## config.mk

```make
export PLATFORM = sky130hd
export DESIGN_NAME = sat_counter
export DESIGN_NICKNAME = d
export VERILOG_FILES = /design/src/rtl/two_bit_count_checker_sat_counter.sv
export SDC_FILE = /design/constraint.sdc
export NUM_CORES = 1
export LEC_CHECK = 0
export CAP_MARGIN = 20
export CORE_AREA = 2 2 39 41
export DETAILED_ROUTE_END_ITERATION = 6
export DIE_AREA = 0 0 41 43
export PLACE_DENSITY_LB_ADDON = 0.15
export SYNTH_ARGS = -nofsm -noshare
export SYNTH_HDL_FRONTEND = slang
export SYNTH_SLANG_ARGS = --single-unit
```

## constraint.sdc

```tcl
create_clock -name clock -period 1.3 [get_ports clock]
set_input_delay 0.26 -clock clock [delete_from_list [all_inputs] [get_ports clock]]
set_output_delay 0.26 -clock clock [all_outputs]
set_load 0.01 [all_outputs]
```

## src/rtl/two_bit_count_checker_sat_counter.sv

```systemverilog
// Saturating event counter with synchronous clear.
// Clear beats increment; reset beats both.
module sat_counter #(
   parameter int W = 8
) (
   input  logic         clock,
   input  logic         reset,
   input  logic         inc,
   input  logic         clr,
   output logic [W-1:0] count
);

   localparam logic [W-1:0] MAX = '1;

   logic [W-1:0] count_q;
   logic [W-1:0] count_d;

   always_comb begin
      count_d = count_q;
      if (clr) begin
         count_d = '0;
      end else if (inc && (count_q != MAX)) begin
         count_d = count_q + 1'b1;
      end
   end

   always_ff @(posedge clock) begin
      if (reset) begin
         count_q <= '0;
      end else begin
         count_q <= count_d;
      end
   end

   assign count = count_q;

endmodule

```

Yosys cells after proc, flatten, opt, wreduce, memory -nomap -nowiden
Index checks and enable logic that the tools add are counted.
{"block": "totals", "output_inout_bits": 8, "latch_bits": 0, "romBits": 0, "inputBits": 4, "memories": 0, "register_bits": 8, "mem_bits_rw": 0}
{"block": "classes", "shift": 0, "order_cmp": 0, "n_eq_ne": 1, "mul": 0, "bitwise": 0, "n_reduce_logical": 2, "add_sub_neg": 1, "n_mux": 0, "div": 0}
{"cell": "$add 8x1->8 const B", "count": 1}
{"cell": "$ne 8x8->1 const B", "count": 1}
{"cell": "$reduce_or 2->1", "count": 1}
{"cell": "$logic_and 1x1->1", "count": 1}

Logic depth before layout (Yosys ltp)
Gate-level depths: netlist (run 1).
{"block": "depth", "word_depth": 2, "ltp_mapped": 4, "mapped_depth_nobuf": 4}

Least setup slack after synthesis (run 1)
No wires, ideal clock.
{"block": "synth_timing", "kind": "register -> register", "from": "register count_q[0] (netlist: count[0])", "to": "register count_q[6] (netlist: count[6])", "slack_ns": -0.110, "period_less_slack_ns": 1.410, "arrival_ns": 1.294, "t_required_ns": 1.185, "setup_time_ns": 0.115, "stages_incl_launch_ff": 5, "path_buffers": 0, "cell_sequence": "dfxtp_1 > ha_1 > nand3_1 > or4_1 > and3_1"}
{"block": "synth_between", "elab_chain_len": 2, "elab_cells_between_ends": 3, "classes_between": "1 x add/sub; 1 x eq/ne; 1 x reduce/logical"}
{"element": "from (decl)", "line": "15", "text": "logic [W-1:0] count_q;"}
{"element": "from (signal assigned)", "line": "31", "text": "count_q <= count_d;"}
{"element": "parallel branches: the longest is 2 deep, another holds $add 8x1->8"}
Parallel ways; which one is timed is not known.
A chain may end at the register's enable or synchronous reset.

Worst setup path after layout (run 1)
{"block": "layout_timing", "from": "register count_q[0] (netlist: count[0])", "to": "register count_q[1] (netlist: count[1])"}
The elaborated chain is that of the path after synthesis.

==> run_results.csv, run 1 <==
group,metric,value,unit
run_status,status,"completed",
drt,wire_per_inst,11.77,µm
power_and_ir_drop,switching_share,24.12,%
die,dieArea,0.001763,mm²
global_route,antenna_found_initial,0,
synth,ys_warn_count,0,
drt,drtAntennaViolNets,0,
worst_setup_path,cpMaxStageDelayCell,"dfxtp_4",
global_route,grt_use_met3,4.712,%
cts,numCtsBuffers,3,
die,top_level_ports,12,
cts,cts_hold_buf,0,
finish,final_nets,77,
power_and_ir_drop,p_per_area,727.4,mW/mm²
synth,synth_area_leaders,"dfxtp_1, mux2i_1, a2111oi_4",
finish,largest_reg_flops,8,
finish,nFillCells,149,
power_and_ir_drop,power_frac_comb,9.3,%
synth,synth_cells,47,
synth,synth_nets,52,
power_and_ir_drop,switchingPower,0.0001201,W
drt,vias_per_cell,5.023,
power_and_ir_drop,power.leakage,0.3073,nW
drt,drt-initial-drc-count,5,
worst_setup_path,crit_type,"reg2reg",
global_route,top_usage_layer,"met2",
worst_setup_path,r2r_cells,4,
worst_setup_path,r2r-start,"count[0]$_SDFFE_PP0P_",
finish,fin_util,49.46,%
place,dp_hpwl,761.7,µm
min_path,hp-start,"inc",
synth,seq_area_frac_synth,36.78,%
power_and_ir_drop,p_clk_share,40.9,%
worst_setup_path,required,1470,ps
worst_setup_path,reg2reg_slack,20,ps
worst_setup_path,r2r-end,"count[1]$_SDFFE_PP0P_",
cts,insertion_delay,260,ps
worst_setup_path,worstPathArrival,1450,ps
timing,finClkSkew,2.275,ps
timing,final.period_utilization,98.18,%
timing,hold_viol,0,
die,fp.dieH,43,µm
drt,dr.pass1.iters,4,
worst_setup_path,cp_max_fo,5,
timing,worst_pin_slew,277.4,ps
die,die_x,41,µm
synth,ys_ff_latch,8,
synth,syn-cell-area,435.4,µm²
place,port_buffers,11,
finish,antenna_cells,0,
flow_run,max_cap_viol_count,0,
cts,cts-root-buf,"clkbuf_4",
synth,synth.distinct_cells,21,
power_and_ir_drop,peakVddDrop,0.0003966,V
place,place.gp.congestion,0.7126,
cts,cts_buffer_depth,2,
min_path,hold_path_depth,4,
drt,num_vias,432,
synth,synth_top_area_share,36.78,%
worst_setup_path,critical_path.max_stage_delay,360,ps
global_route,grt_pass1_vias,392,
timing,fmax,0.7835,GHz
global_route,met1_usage,16.61,%
global_route,grt_pass1_wl,1.593,mm
worst_setup_path,startpoint_type,"flip-flop",
synth,syn_area_per_cell,9.264,µm²
timing,rsz0062_at_grt,"yes",
timing,finalSetupViolCount,0,
die,start_util,31.46,%
global_route,grt-ovfl-total,0,
min_path,holdPathEnd,"count[6]$_SDFFE_PP0P_",
finish,area_growth,57.18,%
cts,cts_max_level,1,
finish,fin_cells,86,
min_path,hp-class,"in2reg",
die,rows,14,
cts,clk_pin_slew_worst_paths,60,ps
finish,layout_common_cells,"buf_4, dlygate4sd2_1, nand2_1",
drt,wl,1.012,mm
finish,drive_gt1_share,34.29,%
place,dpl.cell_count,83,
global_route,track_usage,14.01,%
global_route,grt_max_degree,8,
global_route,grt_util_met2,20.00,%
power_and_ir_drop,p_int,0.0003777,W
cts,numClockSinks,8,
worst_setup_path,path_buf_inv,0,
power_and_ir_drop,power_frac_seq,49.8,%
synth,synth_top_area_cell,"dfxtp_1",
drt,drc,0,
worst_setup_path,critPathCaptureType,"flip-flop",
die,core,0.001384,mm²
cts,cts_tree,"built",
finish,final_common_cell,"buf_4",
timing,maxSlewHeadroom,81.49,%
worst_setup_path,cp_cell_sequence,"ha_4 -> and3_1 -> a21boi_2 -> mux2i_1",
timing,finalMaxSlewViolations,0,
worst_setup_path,path_delay_family,"flip-flops",
timing,min_period,1276,ps
==> synthesized netlist by cell type <==
master / number
inv_1: 1
buf_4: 1
a31oi_1: 1
nand3_1: 2
and3_1: 3
and3b_1: 1
nor4_1: 1
mux2i_1: 4
or3_1: 3
o21ai_0: 1
dfxtp_1: 8
ha_1: 1
nor2_1: 1
a2111oi_4: 1
nand2_1: 6
a21boi_2: 1
nand4_1: 2
a21boi_1: 2
a21oi_1: 4
and4_1: 2
or4_1: 1
==> worst min-delay path, cell delays in order <==
cell and delay [ps]:
dlymetal6s2s_1 150, nand3_2 90, or4_1 90, and3_1 140
==> what timing repair did <==
action                                  in CTS  in global routing
endpoints found under the setup margin      12                  3
setup buffers                                0                  0
cloned                                       0                  0
pin swaps                                    1                  0
gates resized for setup                     15                  2
==> per-layer routing <==
metal	up-vias	wire, µm
li1	226	-
met1	194	454
met2	10	513
met3	2	34
met4	0	9
met5	-	0
==> power groups by stage <==
stage / sequential (W) / clock [W] / combinational (W)
finish: 0.000248 / 0.000203 / 0.0000463
CTS: 0.000248 / 0.000210 / 0.0000469
floorplan: 0.000257 / 0 / 0.0000121
global placement: 0.000257 / 0 / 0.0000467
detailed placement: 0.000257 / 0 / 0.0000465
global route: 0.000248 / 0.000218 / 0.0000513
==> per-stage QoR <==
stage,area [µm²],total power (W),hold WS (ps),TNS [ps],setup slack [ps]
floorplan,450.4,0.0002692,324.3,0,8.332
global placement,648.1,0.0003033,484.0,-1394,-271.7
detailed placement,648.1,0.0003031,492.6,-1483,-283.8
CTS,676.9,0.0005051,506.9,0,4.161
global route,684.4,0.0005172,529.6,-37.79,-23.00
finish,684.4,0.0004978,497.2,0,23.70
==> final cells by class <==
class                           instances  area, µm²  share of cell area, %
Sequential cell                         8      170.2                  24.86
Clock buffer                            3      22.52                  3.291
Timing Repair Buffer                   21      177.7                  25.96
Tap cell                               16      20.02                  2.925
Inverter                                1      3.754                 0.5484
Multi-Input combinational cell         37      290.3                  42.41
==> worst max path at each step <==
stage	start	endpoint	cells past startpoint
after CTS	count[0]$_SDFFE_PP0P_	count[1]$_SDFFE_PP0P_	4
after floorplan	count[1]$_SDFFE_PP0P_	count[6]$_SDFFE_PP0P_	4
after detailed placement	inc	count[5]$_SDFFE_PP0P_	4
final	count[0]$_SDFFE_PP0P_	count[1]$_SDFFE_PP0P_	4
after global placement	inc	count[5]$_SDFFE_PP0P_	4
after global routing	count[0]$_SDFFE_PP0P_	count[6]$_SDFFE_PP0P_	4
==> kinds of logic after synthesis <==
| kind of cell | Yosys count | share of synthesized area, % |
|---|---|---|
| AND/OR/NAND/NOR | 22 | 29.03 |
| multiplexers | 4 | 9.196 |
| AO/OA/AOI/OAI | 10 | 19.54 |
| flip-flops | 8 | 36.78 |
| buffers and inverters | 2 | 2.586 |
| adder cells (fa/ha/maj) | 1 | 2.873 |
(Power assumes the default switching activity.)
==> run 2, diff against run 1 <==
Settings changed: RECOVER_POWER set to 100.
==> run 2 against run 1 <==
First-iteration DRC count unchanged. Global-route usage unchanged. Fmax about the same. Clock skew unchanged. Power unchanged. Final cell count unchanged. Wire length down 0.20%. Combinational power about the same. Via count up 0.23%. Hold slack unchanged. Critical endpoint unchanged. Highest routed layer unchanged.
==> run_results.csv, run 2 (synthesis results as in run 1) <==
group,metric,value,unit
run_status,status,"completed",
place,dp_slack,-283.8,ps
finish,largest_reg_flops,8,
cts,cts_buffer_depth,2,
drt,wl,1.010,mm
worst_setup_path,crit_path_start,"count[0]$_SDFFE_PP0P_",
worst_setup_path,cpMaxStageDelayCell,"dfxtp_4",
cts,cts_hold_buf,0,
worst_setup_path,required,1470,ps
place,dpl.cell_count,83,
finish,layout_common_cells,"buf_4, dlygate4sd2_1, nand2_1",
finish,area_growth,56.61,%
finish,antenna_cells,0,
drt,drtAntennaViolNets,0,
die,start_util,31.46,%
timing,finalSetupViolCount,0,
finish,fin_cells,86,
worst_setup_path,cp_cell_sequence,"ha_4 -> and3_1 -> a21boi_2 -> mux2i_1",
global_route,grt-ovfl-total,0,
power_and_ir_drop,power.leakage,0.3065,nW
drt,drt-initial-drc-count,5,
global_route,antenna_found_initial,0,
cts,cts_setup_buffers,0,
die,dieArea,0.001763,mm²
timing,setup_ws,23.80,ps
min_path,hp-class,"in2reg",
worst_setup_path,path_depth,4,
drt,num_vias,433,
finish,final_common_cell,"buf_4",
cts,insertion_delay,260,ps
worst_setup_path,critPathCapture,"count[1]$_SDFFE_PP0P_",
drt,vias_per_cell,5.035,
timing,rsz0062_at_grt,"yes",
finish,final_nets,77,
worst_setup_path,path_buf_inv,0,
cts,cts-root-buf,"clkbuf_4",
power_and_ir_drop,p_per_area,730.0,mW/mm²
place,dp_hpwl,761.7,µm
global_route,track_usage,14.01,%
cts,cts_tree,"built",
worst_setup_path,worstPathArrival,1450,ps
timing,fmax,0.7836,GHz
worst_setup_path,crit_type,"reg2reg",
finish,nFillCells,149,
worst_setup_path,critPathCaptureType,"flip-flop",
timing,finClkSkew,2.275,ps
die,rows,14,
worst_setup_path,critical_path.max_stage_delay,360,ps
place,place.gp.congestion,0.7126,
timing,worst_pin_slew,277.4,ps
cts,cts_max_level,1,
global_route,grt_max_degree,8,
drt,wire_per_inst,11.74,µm
cts,numClockSinks,8,
worst_setup_path,cp_max_fo,5,
finish,drive_gt1_share,34.29,%
flow_run,max_cap_viol_count,0,
worst_setup_path,reg2reg_slack,20,ps
die,fp.dieH,43,µm
worst_setup_path,path_delay_family,"flip-flops",
power_and_ir_drop,peakVddDrop,0.0003901,V
timing,finalMaxSlewViolations,0,
die,die_x,41,µm
worst_setup_path,startpoint_type,"flip-flop",
drt,dr.pass1.iters,4,
worst_setup_path,r2r_cells,4,
timing,maxSlewHeadroom,81.49,%
worst_setup_path,r2r-end,"count[1]$_SDFFE_PP0P_",
worst_setup_path,r2r-start,"count[0]$_SDFFE_PP0P_",
timing,hold_viol,0,
timing,final.period_utilization,98.17,%
cts,clk_pin_slew_worst_paths,60,ps
drt,drc,0,
global_route,grt_pass1_wl,1.593,mm
cts,numCtsBuffers,3,
die,core,0.001384,mm²
die,top_level_ports,12,
timing,min_period,1276,ps
global_route,grt_pass1_vias,392,
place,port_buffers,11,
-- run 2: changes by cell type in the layout (fill, tap and decap cells not counted), sizes merged --
cell,change
clkbuf,+1
buf,-1
-- run 2: what timing repair did --
action	4_1_cts	5_1_grt
setup endpoints to repair	12	3
pin swaps	1	0
resized for setup	15	2
-- run 2: stage by stage --
stage               area, µm²  hold slack, ps  util [%]  TNS [ps]  power (W)
floorplan               450.4           324.3         -         0  0.0002692
global placement        648.1           484.0     46.84     -1394  0.0003033
detailed placement      648.1           492.6     46.84     -1483  0.0003031
CTS                     676.9           506.9     48.92         0  0.0005051
global route            681.9           529.6     49.28    -37.79  0.0005172
finish                  681.9           497.2     49.28         0  0.0004978
-- run 2: power by group --
| part | total, W | internal (W) | switching [W] |
|---|---|---|---|
| registers | 0.000248 | 0.000245 | 0.00000343 |
| clock network | 0.000203 | 0.000107 | 0.0000968 |
| logic | 0.0000463 | 0.0000266 | 0.0000198 |
| total | 0.000498 | 0.000378 | 0.000120 |
-- run 2: worst reg2reg max path: cells and delay by family (launching register included) --
kind	cells	cell delay [ps]
mux	1	240
flops	1	360
simple gates	1	220
fa+ha+maj	1	160
compound gates	1	200
-- run 2: worst min-delay path by stage --
| stage | startpoint | endpoint | slack, ps | depth (start not counted) |
|---|---|---|---|---|
| 3_3_place_gp | count[1]$_SDFFE_PP0P_ | count[1]$_SDFFE_PP0P_ | 480 | 2 |
| 4_1_cts | count[4]$_SDFFE_PP0P_ | count[4]$_SDFFE_PP0P_ | 510 | 2 |
| 3_5_place_dp | count[0]$_SDFFE_PP0P_ | count[0]$_SDFFE_PP0P_ | 490 | 2 |
| 2_1_floorplan | clr | count[5]$_SDFFE_PP0P_ | 320 | 1 |
| 5_1_grt | count[4]$_SDFFE_PP0P_ | count[4]$_SDFFE_PP0P_ | 530 | 2 |
| 6_report | inc | count[6]$_SDFFE_PP0P_ | 500 | 4 |
-- run 2: area by class of cell --
type                    instances  area (µm²)  area share (%)
multi-input cells              37       290.3           42.57
well taps                      16       20.02           2.936
repair buffers                 21       175.2           25.69
flip-flops and latches          8       170.2           24.95
inverters                       1       3.754          0.5505
clock buffers                   3       22.52           3.303
-- run 2: layer usage --
metal  global-route usage (%)  vias to the layer above  routed length [µm]
met5                        0                        -                   0
met4                    10.00                        0                   9
met3                    4.712                        2                  34
met2                    20.00                       10                 513
met1                    16.61                      194                 453
li1                         -                      227                   -
